===== src/rtl/wb_commit_if.sv =====
// wb_commit_if: bundles the writeback-stage request, the MDU result
// handshake and the register-file / CSR / commit outputs of the
// end-of-pipeline commit arbiter.
//   master : producer side (writeback stage + MDU); drives requests,
//            observes ready signals and write/commit outputs.
//   slave  : the arbiter; accepts requests, drives ready signals and the
//            registered rf_* / csr_* / commit_* outputs.
interface wb_commit_if #(
    parameter int DW = 64
);
    // writeback stage
    logic          wb_valid;
    logic          wb_ready;
    logic [63:0]   wb_pc;
    logic          wb_skip;
    logic          wb_regwrite;
    logic [4:0]    wb_dst;
    logic [DW-1:0] wb_regdata;
    logic          wb_csrwrite;
    logic [11:0]   wb_csr_dst;
    logic [DW-1:0] wb_csrdata;
    // multi-cycle unit result
    logic          mdu_valid;
    logic          mdu_ready;
    logic [4:0]    mdu_dst;
    logic [DW-1:0] mdu_data;
    // register file write port
    logic          rf_we;
    logic [4:0]    rf_waddr;
    logic [DW-1:0] rf_wdata;
    // CSR write port
    logic          csr_we;
    logic [11:0]   csr_waddr;
    logic [DW-1:0] csr_wdata;
    // retire pulse
    logic          commit_valid;
    logic [63:0]   commit_pc;
    logic          commit_skip;

    modport master (
        output wb_valid, wb_pc, wb_skip, wb_regwrite, wb_dst, wb_regdata,
               wb_csrwrite, wb_csr_dst, wb_csrdata,
               mdu_valid, mdu_dst, mdu_data,
        input  wb_ready, mdu_ready,
               rf_we, rf_waddr, rf_wdata, csr_we, csr_waddr, csr_wdata,
               commit_valid, commit_pc, commit_skip
    );

    modport slave (
        input  wb_valid, wb_pc, wb_skip, wb_regwrite, wb_dst, wb_regdata,
               wb_csrwrite, wb_csr_dst, wb_csrdata,
               mdu_valid, mdu_dst, mdu_data,
        output wb_ready, mdu_ready,
               rf_we, rf_waddr, rf_wdata, csr_we, csr_waddr, csr_wdata,
               commit_valid, commit_pc, commit_skip
    );
endinterface


===== src/rtl/wb_commit_arbiter.sv =====
// wb_commit_arbiter: owns the single integer register-file write port and
// the CSR write port. Each cycle the port goes either to the writeback
// instruction or to a one-entry buffered MDU result. The held result
// yields to pipeline writes for at most STARVE_LIMIT cycles, after which
// the pipeline is stalled for one cycle so the result can drain.
// Ports:
//   clk   : clock, all state on rising edge
//   reset : synchronous active-low reset
//   bus   : wb_commit_if.slave (wb_* request, mdu_* result, rf_*/csr_*/
//           commit_* registered outputs, wb_ready/mdu_ready combinational)
module wb_commit_arbiter #(
    parameter int STARVE_LIMIT = 4,
    parameter int DW           = 64
) (
    input  logic        clk,
    input  logic        reset,
    wb_commit_if.slave  bus
);
    localparam int CW = $clog2(STARVE_LIMIT + 1);
    localparam logic [CW-1:0] CNT_MAX = CW'(STARVE_LIMIT);

    typedef enum logic [1:0] {IDLE, HOLD, FORCE} arbState_e;

    arbState_e     state, stateNext;
    logic [CW-1:0] starveCnt, cntNext;
    logic [4:0]    holdDst;
    logic [DW-1:0] holdData;

    logic wNeed, pend, wbReady, drain, mduReady, wAccept, load, wWrite;
    logic pendNext;

    always_comb begin
        wNeed    = bus.wb_valid & bus.wb_regwrite & (bus.wb_dst != 5'd0);
        pend     = (state != IDLE);
        wbReady  = (state != FORCE);
        // In HOLD the pipeline wins only when it really needs the port;
        // any cycle it does not (bubble, no regwrite, x0) drains the MDU.
        drain    = (state == FORCE) | ((state == HOLD) & ~wNeed);
        mduReady = ~pend | drain;
        wAccept  = bus.wb_valid & wbReady;
        wWrite   = wAccept & wNeed;
        load     = bus.mdu_valid & mduReady;

        // Counter only advances while the held result is losing to W.
        cntNext = '0;
        if (pend && !drain)
            cntNext = (starveCnt == CNT_MAX) ? starveCnt : starveCnt + 1'b1;

        pendNext = load | (pend & ~drain);
        if (!pendNext)
            stateNext = IDLE;
        else if (cntNext == CNT_MAX)
            stateNext = FORCE;
        else
            stateNext = HOLD;
    end

    assign bus.wb_ready  = wbReady;
    assign bus.mdu_ready = mduReady;

    always_ff @(posedge clk) begin
        if (!reset) begin
            state            <= IDLE;
            starveCnt        <= '0;
            holdDst          <= '0;
            holdData         <= '0;
            bus.rf_we        <= 1'b0;
            bus.rf_waddr     <= '0;
            bus.rf_wdata     <= '0;
            bus.csr_we       <= 1'b0;
            bus.csr_waddr    <= '0;
            bus.csr_wdata    <= '0;
            bus.commit_valid <= 1'b0;
            bus.commit_pc    <= '0;
            bus.commit_skip  <= 1'b0;
        end else begin
            state     <= stateNext;
            starveCnt <= cntNext;
            if (load) begin
                holdDst  <= bus.mdu_dst;
                holdData <= bus.mdu_data;
            end

            // drain and wWrite are mutually exclusive by construction.
            bus.rf_we <= wWrite | drain;
            if (drain) begin
                bus.rf_waddr <= holdDst;
                bus.rf_wdata <= holdData;
            end else if (wWrite) begin
                bus.rf_waddr <= bus.wb_dst;
                bus.rf_wdata <= bus.wb_regdata;
            end

            bus.csr_we <= wAccept & bus.wb_csrwrite;
            if (wAccept && bus.wb_csrwrite) begin
                bus.csr_waddr <= bus.wb_csr_dst;
                bus.csr_wdata <= bus.wb_csrdata;
            end

            bus.commit_valid <= wAccept;
            if (wAccept) begin
                bus.commit_pc   <= bus.wb_pc;
                bus.commit_skip <= bus.wb_skip;
            end
        end
    end
endmodule


===== src/flat_wrapper.sv =====
// flat-port wrapper written by rule: the top's interface ports become plain ports
module wb_commit_arbiter_flat 
#(
    parameter int STARVE_LIMIT = 4,
    parameter int DW           = 64
)
  (clk, reset, bus_wb_valid, bus_wb_pc, bus_wb_skip, bus_wb_regwrite, bus_wb_dst, bus_wb_regdata, bus_wb_csrwrite, bus_wb_csr_dst, bus_wb_csrdata, bus_mdu_valid, bus_mdu_dst, bus_mdu_data, bus_wb_ready, bus_mdu_ready, bus_rf_we, bus_rf_waddr, bus_rf_wdata, bus_csr_we, bus_csr_waddr, bus_csr_wdata, bus_commit_valid, bus_commit_pc, bus_commit_skip);
  wb_commit_if #(.DW(DW)) bus_i ();
  input  logic clk;
  input  logic reset;
  input wire logic [$bits(bus_i.wb_valid)-1:0] bus_wb_valid;
  input wire logic [$bits(bus_i.wb_pc)-1:0] bus_wb_pc;
  input wire logic [$bits(bus_i.wb_skip)-1:0] bus_wb_skip;
  input wire logic [$bits(bus_i.wb_regwrite)-1:0] bus_wb_regwrite;
  input wire logic [$bits(bus_i.wb_dst)-1:0] bus_wb_dst;
  input wire logic [$bits(bus_i.wb_regdata)-1:0] bus_wb_regdata;
  input wire logic [$bits(bus_i.wb_csrwrite)-1:0] bus_wb_csrwrite;
  input wire logic [$bits(bus_i.wb_csr_dst)-1:0] bus_wb_csr_dst;
  input wire logic [$bits(bus_i.wb_csrdata)-1:0] bus_wb_csrdata;
  input wire logic [$bits(bus_i.mdu_valid)-1:0] bus_mdu_valid;
  input wire logic [$bits(bus_i.mdu_dst)-1:0] bus_mdu_dst;
  input wire logic [$bits(bus_i.mdu_data)-1:0] bus_mdu_data;
  output wire logic [$bits(bus_i.wb_ready)-1:0] bus_wb_ready;
  output wire logic [$bits(bus_i.mdu_ready)-1:0] bus_mdu_ready;
  output wire logic [$bits(bus_i.rf_we)-1:0] bus_rf_we;
  output wire logic [$bits(bus_i.rf_waddr)-1:0] bus_rf_waddr;
  output wire logic [$bits(bus_i.rf_wdata)-1:0] bus_rf_wdata;
  output wire logic [$bits(bus_i.csr_we)-1:0] bus_csr_we;
  output wire logic [$bits(bus_i.csr_waddr)-1:0] bus_csr_waddr;
  output wire logic [$bits(bus_i.csr_wdata)-1:0] bus_csr_wdata;
  output wire logic [$bits(bus_i.commit_valid)-1:0] bus_commit_valid;
  output wire logic [$bits(bus_i.commit_pc)-1:0] bus_commit_pc;
  output wire logic [$bits(bus_i.commit_skip)-1:0] bus_commit_skip;
  assign bus_i.wb_valid = bus_wb_valid;
  assign bus_i.wb_pc = bus_wb_pc;
  assign bus_i.wb_skip = bus_wb_skip;
  assign bus_i.wb_regwrite = bus_wb_regwrite;
  assign bus_i.wb_dst = bus_wb_dst;
  assign bus_i.wb_regdata = bus_wb_regdata;
  assign bus_i.wb_csrwrite = bus_wb_csrwrite;
  assign bus_i.wb_csr_dst = bus_wb_csr_dst;
  assign bus_i.wb_csrdata = bus_wb_csrdata;
  assign bus_i.mdu_valid = bus_mdu_valid;
  assign bus_i.mdu_dst = bus_mdu_dst;
  assign bus_i.mdu_data = bus_mdu_data;
  assign bus_wb_ready = bus_i.wb_ready;
  assign bus_mdu_ready = bus_i.mdu_ready;
  assign bus_rf_we = bus_i.rf_we;
  assign bus_rf_waddr = bus_i.rf_waddr;
  assign bus_rf_wdata = bus_i.rf_wdata;
  assign bus_csr_we = bus_i.csr_we;
  assign bus_csr_waddr = bus_i.csr_waddr;
  assign bus_csr_wdata = bus_i.csr_wdata;
  assign bus_commit_valid = bus_i.commit_valid;
  assign bus_commit_pc = bus_i.commit_pc;
  assign bus_commit_skip = bus_i.commit_skip;
  wb_commit_arbiter #(.STARVE_LIMIT(STARVE_LIMIT), .DW(DW)) u_core (.clk(clk), .reset(reset), .bus(bus_i));
endmodule

===== config.mk =====
export PLATFORM = sky130hd
export DESIGN_NAME = wb_commit_arbiter_flat
export DESIGN_NICKNAME = d
export VERILOG_FILES = /design/src/rtl/wb_commit_if.sv /design/src/rtl/wb_commit_arbiter.sv /design/src/flat_wrapper.sv
export SDC_FILE = /design/constraint.sdc
export NUM_CORES = 1
export LEC_CHECK = 0
export BUFFER_PORTS_ARGS = -buffer_cell sky130_fd_sc_hd__buf_4
export CAP_MARGIN = 20
export CORE_AREA = 2 2 194 196
export DETAILED_ROUTE_END_ITERATION = 16
export DIE_AREA = 0 0 196 198
export PLACE_DENSITY = 0.63
export SLEW_MARGIN = 20
export SYNTH_ARGS = -nofsm -noshare
export SYNTH_HDL_FRONTEND = slang
export SYNTH_SLANG_ARGS = --single-unit

===== constraint.sdc =====
create_clock -name clk -period 3.2 [get_ports clk]
set_input_delay 0.32 -clock clk [delete_from_list [all_inputs] [get_ports clk]]
set_output_delay 0.32 -clock clk [all_outputs]
set_load 0.01 [all_outputs]

==> results by group, run 1 <==
Run status
  • Outcome: finished clean

Clock network
  • Clock insertion delay at the later pin of the skew report: 510 ps
  • Reg clk slew, reported paths: 60 ps
  • Number of buffers inserted during clock tree synthesis: 34
  • Max Root-Sink Buffers: 3
  • Root Buffer Master: sky130_fd_sc_hd__clkbuf_16
  • Clock tree from TritonCTS: yes
  • Setup fix buffers added after clock tree synthesis: 0
  • Cts repair resizes: 0
  • Hold buffers post-CTS: 0
  • Clock sink count: 287
  • Number of H-tree levels: 2

Die
  • Core Footprint: 37000 µm²
  • Die area: 38800 µm²
  • IO Count: 500
  • Initial standard-cell utilization of the core: 28.8%
  • Chip Width: 196 µm
  • Total number of placement rows: 71
  • Die span in y: 198 µm

Power
  • Leakage power figure: 7.21 nW
  • Fraction of power consumed by sequential logic: 44.4%
  • Total power: 8.76 mW
  • Switching part of the total: 24.5%
  • Peak VDD IR: 0.331 mV
  • Share of total power in the clock network: 43.2%
  • Cell-internal power: 6.62 mW
  • Psw: 2.14 mW
  • Pwr per Cell Area: 554 nW/µm²
  • Proportion of power drawn by combinational gates: 12.4%

Timing
  • Fin crit period: 2310 ps
  • Period utilization: 72.1%
  • Final setup viols: 0
  • Total negative setup slack: 0 ps
  • Achievable Freq: 434 MHz
  • Unrepaired setup endpoints after global routing: no
  • Headroom to the max-slew limit: 46.7%
  • Final number of hold-violating endpoints: 0
  • Worst clock skew: 15.8 ps
  • Slew Limit Fails: 0
  • Actual transition at the worst max-transition pin: 799 ps

Place
  • Routability cong.: 0.784
  • Number of I/O port buffers: 499
  • Detailed placer's ending HPWL: 25400 µm

GRT
  • First-pass GRT wire length: 52100 µm
  • Initial antenna violation count: 2
  • GR Util met2: 29.3%
  • Number of global-route vias before repair: 9299
  • GRT overflow: 0
  • Largest net degree at the start of global routing: 83
  • All-Layer GR Usage: 17.0%
  • Most Used Layer, Global Route: met2
  • Grt met1 use: 20.3%
  • Met3 GRT Util: 4.77%

Yosys
  • Net count of the mapped netlist: 1484
  • Post-synthesis register bit count: 287
  • Number of standard cells after synthesis: 1197
  • Mean area per synthesized cell: 8.88 µm²
  • Seq/Total Area, Yosys: 54.1%
  • Netlist Area Pre-Place: 10600 µm²
  • Synth warnings: 0
  • Number of distinct library cells after synthesis: 38

Finish
  • Share of layout cells above drive strength 1: 34.9%
  • Most common library cell in the layout ignoring fill and taps: sky130_fd_sc_hd__buf_4
  • Most frequent cells in the layout: 511 x sky130_fd_sc_hd__buf_4, 420 x sky130_fd_sc_hd__nand2_1, 287 x sky130_fd_sc_hd__dfxtp_1
  • NumNets Final: 1943
  • Post-synthesis to final-layout area growth: 49.0%

Route
  • Post-DR wirelength/cell: 16.5 µm
  • Final WL: 35500 µm
  • Iteration-0 DRC Markers: 393
  • Pre-antenna DRT Iters: 4
  • DRC violation count after routing: 0
  • Per-cell via count in the routed design: 4.57
  • Total number of vias: 9854
  • Post-route ant nets: 0

Worst setup path
  • Type of element capturing the critical path: register
  • WP data arrival: 2760 ps
  • Category of the worst setup path launch point: register
  • Required arrival time at the worst endpoint: 3650 ps
  • Crit Path Class: register to register
  • Crit path max fanout: 41

Run
  • Max-cap check violation count: 0

Hold path
  • Hold WC Path Type: primary input to register
==> worst max-delay path, cell delays in order, from the launching register on <==
cell                       delay, ps
sky130_fd_sc_hd__dfxtp_1         350
sky130_fd_sc_hd__nor4b_2         380
sky130_fd_sc_hd__a221oi_4        160
sky130_fd_sc_hd__nor2_4          550
sky130_fd_sc_hd__buf_4           550
sky130_fd_sc_hd__a221o_1         240
==> Yosys cell counts <==
| cell | number | area share, % |
|---|---|---|
| sky130_fd_sc_hd__nor4_4 | 1 | 0.20 |
| sky130_fd_sc_hd__a221oi_4 | 1 | 0.25 |
| sky130_fd_sc_hd__and3_1 | 3 | 0.18 |
| sky130_fd_sc_hd__inv_1 | 5 | 0.18 |
| sky130_fd_sc_hd__buf_4 | 4 | 0.28 |
| sky130_fd_sc_hd__nor4b_2 | 1 | 0.14 |
| sky130_fd_sc_hd__nand3b_1 | 1 | 0.071 |
| sky130_fd_sc_hd__or2_2 | 1 | 0.059 |
| sky130_fd_sc_hd__buf_6 | 6 | 0.64 |
| sky130_fd_sc_hd__a211o_1 | 1 | 0.082 |
| sky130_fd_sc_hd__buf_2 | 22 | 1.0 |
| sky130_fd_sc_hd__nor2b_1 | 1 | 0.059 |
| sky130_fd_sc_hd__a21oi_2 | 1 | 0.082 |
| sky130_fd_sc_hd__nand2_2 | 1 | 0.059 |
| sky130_fd_sc_hd__nand2_1 | 421 | 15 |
| sky130_fd_sc_hd__a2111oi_2 | 1 | 0.14 |
| sky130_fd_sc_hd__nor4b_1 | 1 | 0.082 |
| sky130_fd_sc_hd__nor2_2 | 1 | 0.059 |
| sky130_fd_sc_hd__and2_1 | 67 | 3.9 |
| sky130_fd_sc_hd__or3b_2 | 1 | 0.082 |
| sky130_fd_sc_hd__inv_2 | 1 | 0.035 |
| sky130_fd_sc_hd__ha_1 | 2 | 0.24 |
| sky130_fd_sc_hd__nor3_1 | 3 | 0.14 |
| sky130_fd_sc_hd__a221o_1 | 66 | 6.2 |
| sky130_fd_sc_hd__nor2_1 | 9 | 0.32 |
| sky130_fd_sc_hd__nand3_1 | 1 | 0.047 |
| sky130_fd_sc_hd__nor3_4 | 1 | 0.15 |
| sky130_fd_sc_hd__mux2i_1 | 72 | 6.8 |
| sky130_fd_sc_hd__a311o_1 | 1 | 0.094 |
| sky130_fd_sc_hd__o21ai_0 | 4 | 0.19 |
| sky130_fd_sc_hd__dfxtp_1 | 287 | 54 |
| sky130_fd_sc_hd__and2b_4 | 1 | 0.094 |
| sky130_fd_sc_hd__nand2b_1 | 1 | 0.059 |
| sky130_fd_sc_hd__buf_1 | 9 | 0.32 |
| sky130_fd_sc_hd__a21oi_1 | 146 | 6.9 |
| sky130_fd_sc_hd__clkbuf_1 | 50 | 1.8 |
| sky130_fd_sc_hd__clkbuf_2 | 1 | 0.047 |
| sky130_fd_sc_hd__nor2b_2 | 1 | 0.082 |
==> per-layer routing <==
layer	part of all wire, %	wire length [µm]
met1	40	14300
met2	50	17600
met3	7.7	2740
met4	2.4	850
met5	0	0
==> power groups by stage <==
stage | Combinational [mW] | Sequential, mW | Clock [mW]
after detailed placement | 1.10 | 3.97 | 0
after global placement | 1.08 | 3.97 | 0
final | 1.09 | 3.89 | 3.78
after floorplan | 0.413 | 4.01 | 0
after CTS | 1.10 | 3.89 | 3.90
after global routing | 1.18 | 3.91 | 4.05
==> flip-flops by register name (all words and copies together) (netlist names), 2 cells and up <==
| name | count |
|---|---|
| u_core.bus.commit_pc | 64 |
| u_core.bus.csr_waddr | 12 |
| u_core.bus.csr_wdata | 64 |
| u_core.bus.rf_waddr | 5 |
| u_core.bus.rf_wdata | 64 |
| u_core.holdData | 64 |
| u_core.holdDst | 5 |
| u_core.starveCnt | 3 |
| u_core.state | 2 |
==> path summary, 6_finish.rpt <==
path / endpoint / cells after the start / from / slack [ps]
max reg2reg: u_core.bus.rf_wdata[22] / 5 / u_core.state[1] / 890
min: u_core.bus.csr_wdata[21] / 3 / bus_wb_csrdata[21] / 50
min reg2reg: u_core.bus.commit_pc[18] / 2 / u_core.bus.commit_pc[18] / 450
max: u_core.bus.rf_wdata[22] / 5 / u_core.state[1] / 890
==> cells by family (layout without fill, tap and decap cells) <==
group,count (synthesis),count (layout),synth area share [%]
adders and majority gates,2,2,0.235
muxes,72,72,6.78
buffers and inverters,98,580,4.30
DFF,287,287,54.1
and+or+nand+nor,517,517,20.7
AOI/OAI and AO/OA,221,221,13.9
other,0,2,0
==> per-stage QoR <==
stage	hold slack, ps	instance area, µm²	setup slack [ps]	instances	utilization [%]
2_1_floorplan	432	10600	1520	1197	-
5_1_grt	30.3	15800	754	2155	42.8
4_1_cts	18.5	15800	688	2152	42.8
3_3_place_gp	442	14700	762	2093	39.8
3_5_place_dp	447	14700	678	2093	39.8
6_report	46.9	15800	894	2155	42.8
==> layout make-up <==
cell class              count  area, µm²
fillers                  3633      21100
flip-flops and latches    287       5750
multi-input cells         812       4460
repair buffers            515       3910
clock buffers              53       1050
well taps                 474        593
clock inverters             6       46.3
inverters                   6       25.0
diodes                      2       5.00
No activity file was read; power rests on OpenSTA's default activity.
==> run 2: changes to the inputs <==
--- a/config.mk
+++ b/config.mk
@@ -5,12 +5,13 @@
 export SDC_FILE = /design/constraint.sdc
 export NUM_CORES = 1
 export LEC_CHECK = 0
+export ABC_AREA = 1
 export BUFFER_PORTS_ARGS = -buffer_cell sky130_fd_sc_hd__buf_4
 export CAP_MARGIN = 20
 export CORE_AREA = 2 2 194 196
 export DETAILED_ROUTE_END_ITERATION = 16
 export DIE_AREA = 0 0 196 198
-export PLACE_DENSITY = 0.63
+export PLACE_DENSITY = 0.67
 export SLEW_MARGIN = 20
 export SYNTH_ARGS = -nofsm -noshare
 export SYNTH_HDL_FRONTEND = slang
==> constraint.sdc (replaced) <==
create_clock -name clk -period 2 [get_ports clk]
set_input_delay 0.2 -clock clk [delete_from_list [all_inputs] [get_ports clk]]
set_output_delay 0.2 -clock clk [all_outputs]
set_load 0.01 [all_outputs]
==> run 2 against run 1 <==
  * Cell count increased by 26%
  * Non-clock buffer count rose by 285
  * Utilization rose by 9.2 points
  * Flip-flop and latch count unchanged
  * Sequential power up 59%
  * Highest routed layer unchanged
  * Global-route usage increased by 5.5 points
  * Combinational power increased by 120%
==> results by group, run 2 <==
Worst setup path
  • R2R Path End: u_core.bus.csr_wdata[47]
  • Category of the worst setup path launch point: register
  • Crit Path Class: register to register
  • Reg2reg path depth: 7
  • Flop2flop setup slack: 100 ps
  • WP data arrival: 2330 ps
  • Required arrival time at the worst endpoint: 2430 ps
  • End point of the critical path: u_core.bus.csr_wdata[47]
  • R2R Path Start: u_core.state[1]
  • Crit path max fanout: 96
  • Type of element capturing the critical path: register
  • Start point of the critical path: u_core.state[1]

GRT
  • GRT overflow: 0
  • Initial antenna violation count: 4
  • First-pass GRT wire length: 69800 µm
  • Number of global-route vias before repair: 13450
  • All-Layer GR Usage: 22.4%
  • Largest net degree at the start of global routing: 133

Route
  • Pre-antenna DRT Iters: 7
  • Post-DR wirelength/cell: 16.9 µm
  • Final WL: 46000 µm
  • Total number of vias: 13280
  • Per-cell via count in the routed design: 4.89
  • Post-route ant nets: 0
  • Iteration-0 DRC Markers: 668
  • DRC violation count after routing: 0

Clock network
  • Number of H-tree levels: 2
  • Clock sink count: 287
  • Setup fix buffers added after clock tree synthesis: 0
  • Max Root-Sink Buffers: 3
  • Clock tree from TritonCTS: yes
  • Root Buffer Master: sky130_fd_sc_hd__clkbuf_16
  • Clock insertion delay at the later pin of the skew report: 520 ps
  • Number of buffers inserted during clock tree synthesis: 34
  • Reg clk slew, reported paths: 60 ps

Timing
  • Final number of hold-violating endpoints: 0
  • Period utilization: 95.2%
  • Total negative setup slack: 0 ps
  • Post-Route Hold Slack: 46.6 ps
  • Headroom to the max-slew limit: 50.8%
  • Slew Limit Fails: 0
  • Fin crit period: 1900 ps
  • Worst clock skew: 11.0 ps
  • Actual transition at the worst max-transition pin: 737 ps
  • Achievable Freq: 525 MHz
  • Final setup viols: 0
  • Unrepaired setup endpoints after global routing: no

Die
  • Total number of placement rows: 71
  • Die span in y: 198 µm
  • IO Count: 500
  • Chip Width: 196 µm
  • Core Footprint: 37000 µm²
  • Initial standard-cell utilization of the core: 30.5%
  • Die area: 38800 µm²

Finish
  • Most common library cell in the layout ignoring fill and taps: sky130_fd_sc_hd__buf_4
  • Final std cells w/o fill: 2716
  • Post-route standard cell area excluding fillers: 19200 µm²
  • Share of layout cells above drive strength 1: 26.5%
  • Most frequent cells in the layout: 513 x sky130_fd_sc_hd__buf_4, 354 x sky130_fd_sc_hd__nand2_1, 287 x sky130_fd_sc_hd__dfxtp_1
  • Post-synthesis to final-layout area growth: 70.7%
  • NumNets Final: 2503

Yosys
  • Mean area per synthesized cell: 7.46 µm²
  • Cell with the most instances after synthesis: sky130_fd_sc_hd__nand2_1
  • Most area-consuming cells after synthesis: sky130_fd_sc_hd__dfxtp_1 51%, sky130_fd_sc_hd__nand2_1 12%, sky130_fd_sc_hd__nand3_1 9.7%
  • Multiplexer share of the synthesized area: 0%
  • Net count of the mapped netlist: 1796
  • Number of distinct library cells after synthesis: 26
  • Synth area leader: sky130_fd_sc_hd__dfxtp_1
  • Netlist Area Pre-Place: 11300 µm²
  • Area share of and/or/nand/nor cells after synthesis: 30.8%
  • Post-synthesis register bit count: 287
  • Most common flop cell mapped by yosys: sky130_fd_sc_hd__dfxtp_1
  • Synth warnings: 0
  • Number of flops mapped to enable cells by yosys: 0
  • Arithmetic-cell share of the synthesized area counting full adders, half adders and majority gates: 0.222%
  • Share of the synthesized area in compound gates (AO/OA/AOI/OAI): 9.56%
  • Seq/Total Area, Yosys: 51.1%
  • Number of standard cells after synthesis: 1509
  • XOR/XNOR Fraction of Synth Area: 0.156%
  • Top cell types by occurrence after synthesis: 355 x sky130_fd_sc_hd__nand2_1, 287 x sky130_fd_sc_hd__dfxtp_1, 219 x sky130_fd_sc_hd__nand3_1, 149 x sky130_fd_sc_hd__a21oi_1, 137 x sky130_fd_sc_hd__nor2_1
  • Async set or reset register ratio after synthesis: 0%
  • Post-synth top area share: 51.1%
  • Largest family of logic cells by synthesized area: simple AND/OR/NAND/NOR gates

Hold path
  • Hold path startpoint: bus_wb_dst[1]
  • Hold WC Path Type: primary input to register

Power
  • Cell-internal power: 11.0 mW
  • Peak VDD IR: 0.508 mV
  • Proportion of power drawn by combinational gates: 16.1%
  • Share of total power in the clock network: 41.8%
  • Fraction of power consumed by sequential logic: 42.1%
  • Switching part of the total: 25.3%
  • Leakage power figure: 9.02 nW
  • Psw: 3.72 mW
  • Pwr per Cell Area: 766 nW/µm²

Place
  • Number of I/O port buffers: 499
  • Detailed placer's ending HPWL: 28300 µm
  • Placed inst area: 15300 µm²
  • Routability cong.: 0.836
  • Placed Instances: 2381

Run status
  • Outcome: finished clean

Run
  • Max-cap check violation count: 0
==> run 2: cell count changes after synthesis, sizes merged, moves of 21 or more <==
cell and change:
nand3 +219, nor2 +128, inv +74, mux2i -72
nand4 +69, a221o -66, and2 -66, o21ai +62
nand2 -61, buf +21
==> run 2: final cells by class <==
cell class	instances	area, µm²
diodes	4	10.0
multi-input cells	1013	4600
repair buffers	800	6860
inverters	80	308
clock inverters	7	66.3
well taps	474	593
fillers	3221	17700
flip-flops and latches	287	5750
clock buffers	51	1040
==> run 2: what timing repair did <==
item	in CTS	in global routing
setup endpoints to repair	0	32
endpoints found under the hold margin	272	0
gates resized for setup	0	6
hold buffers	272	0
==> run 2: critical path, cell delays in order, from the launching register on <==
cell and delay (ps):
sky130_fd_sc_hd__dfxtp_1 290, sky130_fd_sc_hd__inv_1 80, sky130_fd_sc_hd__or2_2 160, sky130_fd_sc_hd__nand2_4 100, sky130_fd_sc_hd__inv_6 250, sky130_fd_sc_hd__buf_16 330, sky130_fd_sc_hd__nand3_1 190, sky130_fd_sc_hd__a21oi_1 270
==> run 2: cells by family after synthesis <==
logic type / count (synthesis)
AND/OR/NAND/NOR: 793
flip-flops: 287
AO/OA/AOI/OAI: 215
buffers and inverters: 210
XOR/XNOR: 2
adder cells (fa/ha/maj): 2
==> run 2: per-stage QoR <==
stage          total power, mW  utilization, %  setup WS [ps]
3_3_place_gp              8.16            41.5            132
3_5_place_dp              8.20            41.5            122
6_report                  14.7            52.0           96.8
4_1_cts                   14.8            51.9           58.1
2_1_floorplan             7.13               -            584
5_1_grt                   15.3            52.0           11.8
==> run 2: worst min path at each step <==
stage                                     to  slack, ps  cells past startpoint
floorplan           u_core.bus.commit_pc[15]        350                      2
global placement    u_core.bus.commit_pc[20]        440                      3
detailed placement  u_core.bus.commit_pc[40]        450                      3
CTS                 u_core.bus.commit_pc[41]         20                      3
global route          u_core.bus.rf_waddr[2]         30                      5
finish                u_core.bus.rf_waddr[1]         50                      5
==> run 2: per-layer routing <==
layer | global-route usage, % | vias up | wire length, µm
met5 | 0 | - | 0
met4 | 9.48 | 0 | 1720
met3 | 7.39 | 120 | 4280
met2 | 39.6 | 624 | 22600
met1 | 24.7 | 6176 | 17400
li1 | - | 6360 | -
==> run 2: power by group through the flow <==
stage          clock network (mW)  registers (mW)  logic, mW
2_1_floorplan                   0            6.39      0.740
3_3_place_gp                    0            6.30       1.86
3_5_place_dp                    0            6.31       1.89
4_1_cts                      6.28            6.19       2.34
5_1_grt                      6.51            6.23       2.56
6_report                     6.15            6.20       2.37
